**src/rtl/pixel_rainbow_gen.sv**
```systemverilog
// pixel_rainbow_gen
// Rotating colour-wheel animation source for neopixel_control. Once per frame
// period it streams one 32-bit word per pixel, spreading the pixels evenly
// around an 8-bit hue wheel. The wheel advances by a fixed step every frame.
//
// Ports:
//   axi_clock    in   1  sole clock
//   axi_reset    in   1  synchronous active-high reset
//   enable       in   1  frames start only while high
//   axi_data     out 32  {idx[7:0], G[7:0], R[7:0], B[7:0]}, held between writes
//   axi_write_en out  1  one-cycle qualifier per valid axi_data word
//   busy         out  1  high while a frame is being emitted
//   frame_count  out 16  completed frames, wraps to 0 after 16'hFFFF
module pixel_rainbow_gen #(
  parameter int unsigned C_RATE         = 32'd50000000,
  parameter int unsigned C_FRAME_HZ     = 30,
  parameter int unsigned C_PIXELS       = 12,
  parameter int unsigned C_HUE_STEP     = 4,
  parameter int unsigned C_BRIGHT_SHIFT = 2
) (
  input  logic        axi_clock,
  input  logic        axi_reset,
  input  logic        enable,
  output logic [31:0] axi_data,
  output logic        axi_write_en,
  output logic        busy,
  output logic [15:0] frame_count
);

  localparam int unsigned PERIOD  = C_RATE / C_FRAME_HZ;
  localparam int unsigned TIMER_W = (PERIOD > 2) ? $clog2(PERIOD) : 1;

  localparam logic [TIMER_W-1:0] TIMER_LAST = TIMER_W'(PERIOD - 1);
  // 256/1 truncates to 0, so a single-pixel frame keeps one hue.
  localparam logic [7:0] SPACING  = 8'(256 / C_PIXELS);
  localparam logic [7:0] HUE_STEP = 8'(C_HUE_STEP);
  localparam logic [7:0] LAST_IDX = 8'(C_PIXELS - 1);

  typedef enum logic [1:0] {
    IDLE = 2'd0,
    EMIT = 2'd1,
    DONE = 2'd2
  } state_t;

  state_t              state;
  logic [TIMER_W-1:0]  timer;
  logic                tick_c;
  logic [7:0]          idx;
  logic [7:0]          hue_acc;
  logic [7:0]          base_hue;

  logic [9:0]          h10_c;
  logic [9:0]          k10_c;
  logic [9:0]          r10_c;
  logic [9:0]          g10_c;
  logic [9:0]          b10_c;
  logic [7:0]          r_c;
  logic [7:0]          g_c;
  logic [7:0]          b_c;

  // Free-running frame timer; independent of enable and of the FSM.
  assign tick_c = (timer == TIMER_LAST);

  always_ff @(posedge axi_clock) begin
    if (axi_reset) begin
      timer <= '0;
    end else if (tick_c) begin
      timer <= '0;
    end else begin
      timer <= timer + TIMER_W'(1);
    end
  end

  // Colour wheel: three linear ramps of 85 hue steps each, scaled by 3.
  always_comb begin
    h10_c = {2'b00, hue_acc};
    k10_c = '0;
    r10_c = '0;
    g10_c = '0;
    b10_c = '0;
    if (hue_acc < 8'd85) begin
      r10_c = 10'd255 - 10'd3 * h10_c;
      g10_c = 10'd3 * h10_c;
    end else if (hue_acc < 8'd170) begin
      k10_c = h10_c - 10'd85;
      g10_c = 10'd255 - 10'd3 * k10_c;
      b10_c = 10'd3 * k10_c;
    end else begin
      k10_c = h10_c - 10'd170;
      r10_c = 10'd3 * k10_c;
      b10_c = 10'd255 - 10'd3 * k10_c;
    end
    r_c = 8'(r10_c) >> C_BRIGHT_SHIFT;
    g_c = 8'(g10_c) >> C_BRIGHT_SHIFT;
    b_c = 8'(b10_c) >> C_BRIGHT_SHIFT;
  end

  // Frame sequencer: wait for tick, stream C_PIXELS words, then advance the wheel.
  always_ff @(posedge axi_clock) begin
    if (axi_reset) begin
      state        <= IDLE;
      idx          <= '0;
      hue_acc      <= '0;
      base_hue     <= '0;
      axi_data     <= '0;
      axi_write_en <= 1'b0;
      busy         <= 1'b0;
      frame_count  <= '0;
    end else begin
      axi_write_en <= 1'b0;
      case (state)
        IDLE: begin
          // Ticks seen outside IDLE are simply lost.
          if (tick_c && enable) begin
            state   <= EMIT;
            idx     <= '0;
            hue_acc <= base_hue;
            busy    <= 1'b1;
          end
        end
        EMIT: begin
          // enable is not looked at here: a started frame always completes.
          axi_write_en <= 1'b1;
          axi_data     <= {idx, g_c, r_c, b_c};
          idx          <= idx + 8'd1;
          hue_acc      <= hue_acc + SPACING;
          if (idx == LAST_IDX) begin
            state <= DONE;
          end
        end
        DONE: begin
          base_hue    <= base_hue + HUE_STEP;
          frame_count <= frame_count + 16'd1;
          busy        <= 1'b0;
          state       <= IDLE;
        end
        default: begin
          state <= IDLE;
          busy  <= 1'b0;
        end
      endcase
    end
  end

endmodule
```
**config.mk**
```make
export PLATFORM = sky130hd
export DESIGN_NAME = pixel_rainbow_gen
export DESIGN_NICKNAME = d
export VERILOG_FILES = /design/src/rtl/pixel_rainbow_gen.sv
export SDC_FILE = /design/constraint.sdc
export NUM_CORES = 1
export LEC_CHECK = 0
export BUFFER_PORTS_ARGS = -buffer_cell sky130_fd_sc_hd__buf_2
export CELL_PAD_IN_SITES_DETAIL_PLACEMENT = 0
export CELL_PAD_IN_SITES_GLOBAL_PLACEMENT = 1
export CORE_MARGIN = 2
export CORE_UTILIZATION = 44
export CTS_CLUSTER_SIZE = 25
export DETAILED_ROUTE_END_ITERATION = 7
export PLACE_DENSITY = 0.83
export REMOVE_ABC_BUFFERS = 1
export SETUP_SLACK_MARGIN = 0.2
export SLEW_MARGIN = 20
export SYNTH_ARGS = -nofsm -noshare
export SYNTH_HDL_FRONTEND = slang
export SYNTH_SLANG_ARGS = --single-unit
export TNS_END_PERCENT = 50
```
**constraint.sdc**
```tcl
create_clock -name axi_clock -period 3.6 [get_ports axi_clock]
set_input_delay 0.18 -clock axi_clock [delete_from_list [all_inputs] [get_ports axi_clock]]
set_output_delay 0.18 -clock axi_clock [all_outputs]
set_load 0.05 [all_outputs]
```
Word-level counts from Yosys, hierarchy flattened
Cells that the tools add are included.

storage, ports and cells
  register bits after elaboration = 91
  input port bits = 3
  output and inout bits = 50
  word-level logic and storage cells = 54

operators by class
  $add $sub $neg = 10
  multipliers = 3
  $lt $le $gt $ge = 2
  equality and inequality tests = 6
  muxes and demuxes = 16
  bitwise operators = 1
  reduce and logical (&&, ||, !) cells = 7

operator list
  operator               number
  $mux 8                 8
  $pmux 8 s2             2
  $sub 8x8->8 const A    3
  $add 21x1->21 const B  1
  $eq 21x21->1 const B   1
  $mul 2x10->8 const A   2
  $add 16x1->16 const B  1
  $sub 8x7->9 const B    1
  $sub 8x8->9 const B    1
  $add 8x1->8 const B    1
  $add 8x3->8 const B    1
  $add 8x5->8 const B    1
  $eq 8x4->1 const B     1
  $lt 8x7->1 const B     1
  $lt 8x8->1 const B     1
  $mul 2x8->8 const A    1
  $reduce_and 2->1       3
  $mux 2                 2
  $ne 2x2->1 const B     2
  $pmux 2 s2             1
  $eq 2x1->1 const B     1
  $eq 2x2->1 const B     1
  $logic_not 2->1        1
  $mux 1                 2
  other kinds (5)        5

Logic depth before layout (Yosys ltp)
  depth in word-level cells = 5
  gate-level depth with buffers = 15
  depth with buffers taken out = 13

Worst setup path before layout
No wires, ideal clock.

  kind = reg-to-reg
  start = reg hue_acc[2]
  end = reg axi_data[13]
  setup time = 0.070 ns
  arrival = 3.050 ns
  data required time = 3.530 ns
  path slack = 0.480 ns
  stages on the path, launching flop included = 14
  path buffers = 0
  period minus slack after synthesis = 3.120 ns
  cells stage by stage = dfxtp_1 inv_1 ha_1 a21oi_1 xnor2_1 inv_2 ha_1 a21o_1 a41oi_1 or4b_1 o211ai_1 mux2i_1 nand2_1 a21oi_1

on the way
  cells in the longest elaborated chain, start to end = 4
  elaborated cells on any way between the ends = 8
  those cells by class = add/sub: 2; mul: 2; order compare: 2; mux: 2

RTL lines
  item                      line  text
  start: declaration        49    logic [7:0] hue_acc;
  start signal: assignment  117   hue_acc <= base_hue;
  start signal: assignment  126   hue_acc <= hue_acc + SPACING;
  $sub 8x8->9               89    k10_c = h10_c - 10'd170;
  $mul 2x10->8              90    r10_c = 10'd3 * k10_c;
  $mux 8                    84    end else if (hue_acc < 8'd170) begin
  $mux 8 (*)                81    if (hue_acc < 8'd85) begin
  end signal: assignment    124   axi_data <= {idx, g_c, r_c, b_c};
  end: declaration          24    output logic [31:0] axi_data,

Mark *: on every way between the ends. The rest lies on a longest branch, timed or not.
A chain may end at the register's enable or synchronous reset.

Final worst setup path
  start = reg hue_acc[1]
  end = reg axi_data[5]

on the way
  cells in the longest elaborated chain, start to end = 5
  elaborated cells on any way between the ends = 9
  those cells by class = add/sub: 3; mul: 2; order compare: 2; mux: 2

RTL lines
  item          line  text
  $sub 8x8->9   89
  $mul 2x10->8  91    b10_c = 10'd255 - 10'd3 * k10_c;
  $sub 8x8->8   91
  $mux 8        84
  $mux 8 (*)    81

Marks and branches as above.

==> summary.md <==
| Metric | Value |
|---|---|
| Finished Cell Area | `roughly 5700 sq um` |
| Drt pass-1 iters | `4` |
| Share of the synthesized area in the top cell type | `0.357` |
| Clock slew at reported path FFs | `around 60 ps` |
| PnR worst setup slack | `roughly 480 ps` |
| H-tree depth | `3` |
| Critical Path Source Type | `register` |
| Fmax | `between 300 and 400 MHz` |
| CTS tree | `done` |
| Post-CTS Setup Bufs | `0` |
| GRT Total Usage | `0.195` |
| Diodes inserted | `0` |
| Cell Chain, Critical Path | `inv_1, ha_1, nor2b_1, o21a_1, nor2_1, ha_1, nand4_1, or4_1, nand3_1, xnor2_1, o21ai_1, o32ai_1` |
| # port buffers | `46` |
| Core ar. | `10900 sq um` |
| Initial antenna violation count | `0` |
| Ys flop type | `dfxtp_1` |
| # DRC | `0` |
| Setup TNS | `0 ps` |
| Worst hold slack | `around 400 ps` |
| Post-synthesis mux area share | `0.00802` |
| Max cap viols | `0` |
| Pwr Density | `360 nW/um^2` |
| WP data arrival | `3360 ps` |
| Post-Synth XOR/XNOR Area | `0.116` |
| Setup Viol. Count Final | `0` |
| Synthesis warning total | `0` |
| Share of cells above drive strength 1 | `0.133` |
| Post-cts resize count | `0` |
| Slew margin rel. | `0.356` |
| Placed cell areas | `between 5000 and 6000 sq um` |
| Synth cell count leaders | `dfxtp_1, nor2_1, nand2_1` |
| Vias in the first global route | `just over 4000` |
| Post-synthesis simple-gate area fraction | `0.234` |
| Largest net degree at the start of global routing | `between 50 and 60` |
| Clock Sinks | `a little under 90` |
| Setup Skew | `7.45 ps` |
| Sequential fraction of the synthesis area | `0.357` |
| Worst-Margin Slew | `965 ps` |
| CTS Hold Buffers Added | `0` |
| Final period utilization | `0.867` |
| Gp weighted congestion | `roughly 0.87` |
| Avg Cell Area, Syn | `around 8 sq um` |
| Vias per cell | `about 5.4` |
| Worst hold path startpoint | `axi_reset` |
| Row cnt | `38` |
| CP required | `3840 ps` |
| Max stage delay on crit path | `about 450 ps` |
| Number of synthesized register bits | `slightly below 90` |
| Final min period | `approximately 3100 ps` |
| Clk Latency, worst-skew pair | `between 300 and 400 ps` |
| Root Buffer Master | `clkbuf_16` |
| Pleak | `about 2.3 nW` |
| Drt initial violations | `approximately 240` |
| Pre-CTS WS | `356 ps` |
| Max IR drop VDD | `between 0.2 and 0.3 mV` |
| DP HPWL | `~8.5 mm` |
| TritonCTS buffer count | `9` |
| Yosys top cell by area | `dfxtp_1` |
| Die height | `between 100 and 150 um` |
| Crit path capture type | `register` |
| Num ports | `53` |
| Status | `finished, final reports clean` |
| Post-DRT Antenna Nets | `0` |
| Pins Over Slew Limit | `0` |
| WL per Instance | `~15 um` |
| Number of synthesized flops with an enable pin | `0` |
| Register-to-Register Path Depth | `12` |
| Crit-path most repeated cell | `ha_1` |
| Unrepaired setup endpoints after global routing | `yes` |
| Crit Reg-Reg Startpoint | `hue_acc[1]$_SDFFE_PP0P_` |
| Detailed Route WL | `11.6 mm` |
| Crit path launch | `hue_acc[1]$_SDFFE_PP0P_` |
| Via count | `4311` |
| Largest family of logic cells by synthesized area | `simple AND/OR/NAND/NOR gates` |
| Full die area | `about 12000 sq um` |
| Final hold vios | `0` |
| Fillers | `1075` |
| Area Overhead vs Synth | `14.5%` |
| Critical path class | `reg -> reg` |
| Die W | `approximately 110 um` |
| Area contributors post-synth | `dfxtp_1, ha_1, nor2_1, xnor2_1, a21oi_1` |
| Post-Syn Area | `roughly 5000 sq um` |
| Synth Area in Compound Gates | `0.148` |
| Adder-cell share of the synthesized area | `0.0907` |
| Unique masters post-synth | `60` |
| Initial cell density of the core | `0.457` |
| R2R Setup Slk | `about 480 ps` |
| Gate count after technology mapping | `between 600 and 700` |
| FFs w/ async S/R, synth | `0` |
| Clk buf depth | `2` |
| Hold Crit Depth | `3` |
| Slowest-stage cell, CP | `dfxtp_2` |
| Most numerous cell in the Yosys netlist | `dfxtp_1` |
| Global-route wire length before repair | `about 20 mm` |
| Gr ovfl total | `0` |
| Worst min path class | `in -> reg` |
| Layout net count | `just under 700` |
| CP Max Fanout | `10` |
-- cells in the final DEF (no fill, tap or decap), types with 3 or more instances in the layout --
cell type  Yosys  final
dfxtp_1       89     87
o32ai_1        3      3
mux2i_1        4      4
buf_2          0     46
nor4_1         4      4
nor3_1        14     13
or3_1         12     12
ha_1          33     32
xor2_1        28     28
xnor2_1       30     30
and3_1         8      8
a21oi_1       52     52
nand2b_1       5      5
nor2b_1        5      4
nand2_1       62     62
o211ai_1       4      4
a31oi_1        5      5
o21ai_1        9      9
and2_1         4      4
inv_1         20     20
a21o_1         6      6
buf_4          7     12
conb_1         1      6
nand3_1       29     29
o21ai_0       18     18
a211oi_1       6      6
clkbuf_16      0      9
nand4_1       14     14
nor2_1        70     70
-- kinds of logic (layout without fill, tap and decap cells) --
logic type      Yosys count  count (layout)
compound gates          122             122
xor+xnor                 61              61
fa+ha+maj                35              35
buf+inv                  53              96
flops                    89              89
mux                       4               4
other cells               1               6
simple gates            243             243
-- sequential cells by signal, indices dropped and copies added, names as in the netlist --
signal,count
idx,8
hue_acc,8
axi_write_en,1
axi_data,26
state,2
frame_count,16
base_hue,6
timer,21
busy,1
-- per-layer routing --
layer	part of all wire	vias up	global-route usage
met2	0.45	90	0.315
met3	0.050	10	0.0379
met5	0	-	0
met4	0.010	0	0.0458
li1	-	2200	-
met1	0.49	2011	0.269
-- critical path, delay by kind of cell (launching register included) --
kind,cells,cell delay (ps)
and+or+nand+nor,5,990
adders and majority gates,2,700
AOI/OAI and AO/OA,3,640
DFF,1,450
buffers and inverters,1,140
xor gates and xnor gates,1,120
-- path summary, 6_finish.rpt --
check                                                  to
worst min register to register  axi_data[28]$_SDFFE_PP0P_
worst min-delay path             axi_data[0]$_SDFFE_PP0P_
worst max register to register   axi_data[5]$_SDFFE_PP0P_
worst max-delay path             axi_data[5]$_SDFFE_PP0P_
-- metrics by stage --
step	utilization	instances	power (mW)
after global placement	0.491	780	1.05
after floorplan	-	582	1.04
after detailed placement	0.491	780	1.05
after CTS	0.521	796	2.08
after global routing	0.523	796	2.12
final	0.523	796	2.06
-- report_power, final --
| part | leakage (nW) | switching (mW) | internal, mW |
|---|---|---|---|
| registers | 0.718 | 0.00338 | 0.987 |
| clock network | 0.155 | 0.382 | 0.646 |
| logic | 1.45 | 0.0329 | 0.00518 |
| total | 2.32 | 0.418 | 1.64 |
-- cell type report --
cell class / count / area [sq um] / share of cell area
inverters: 22 / 82.6 / 0.0144
flip-flops and latches: 89 / 1780 / 0.312
clock inverters: 4 / 75.1 / 0.0131
well taps: 140 / 175 / 0.0306
multi-input cells: 471 / 3020 / 0.529
clock buffers: 12 / 256 / 0.0449
repair buffers: 58 / 320 / 0.0560
(Power assumes the default switching activity.)
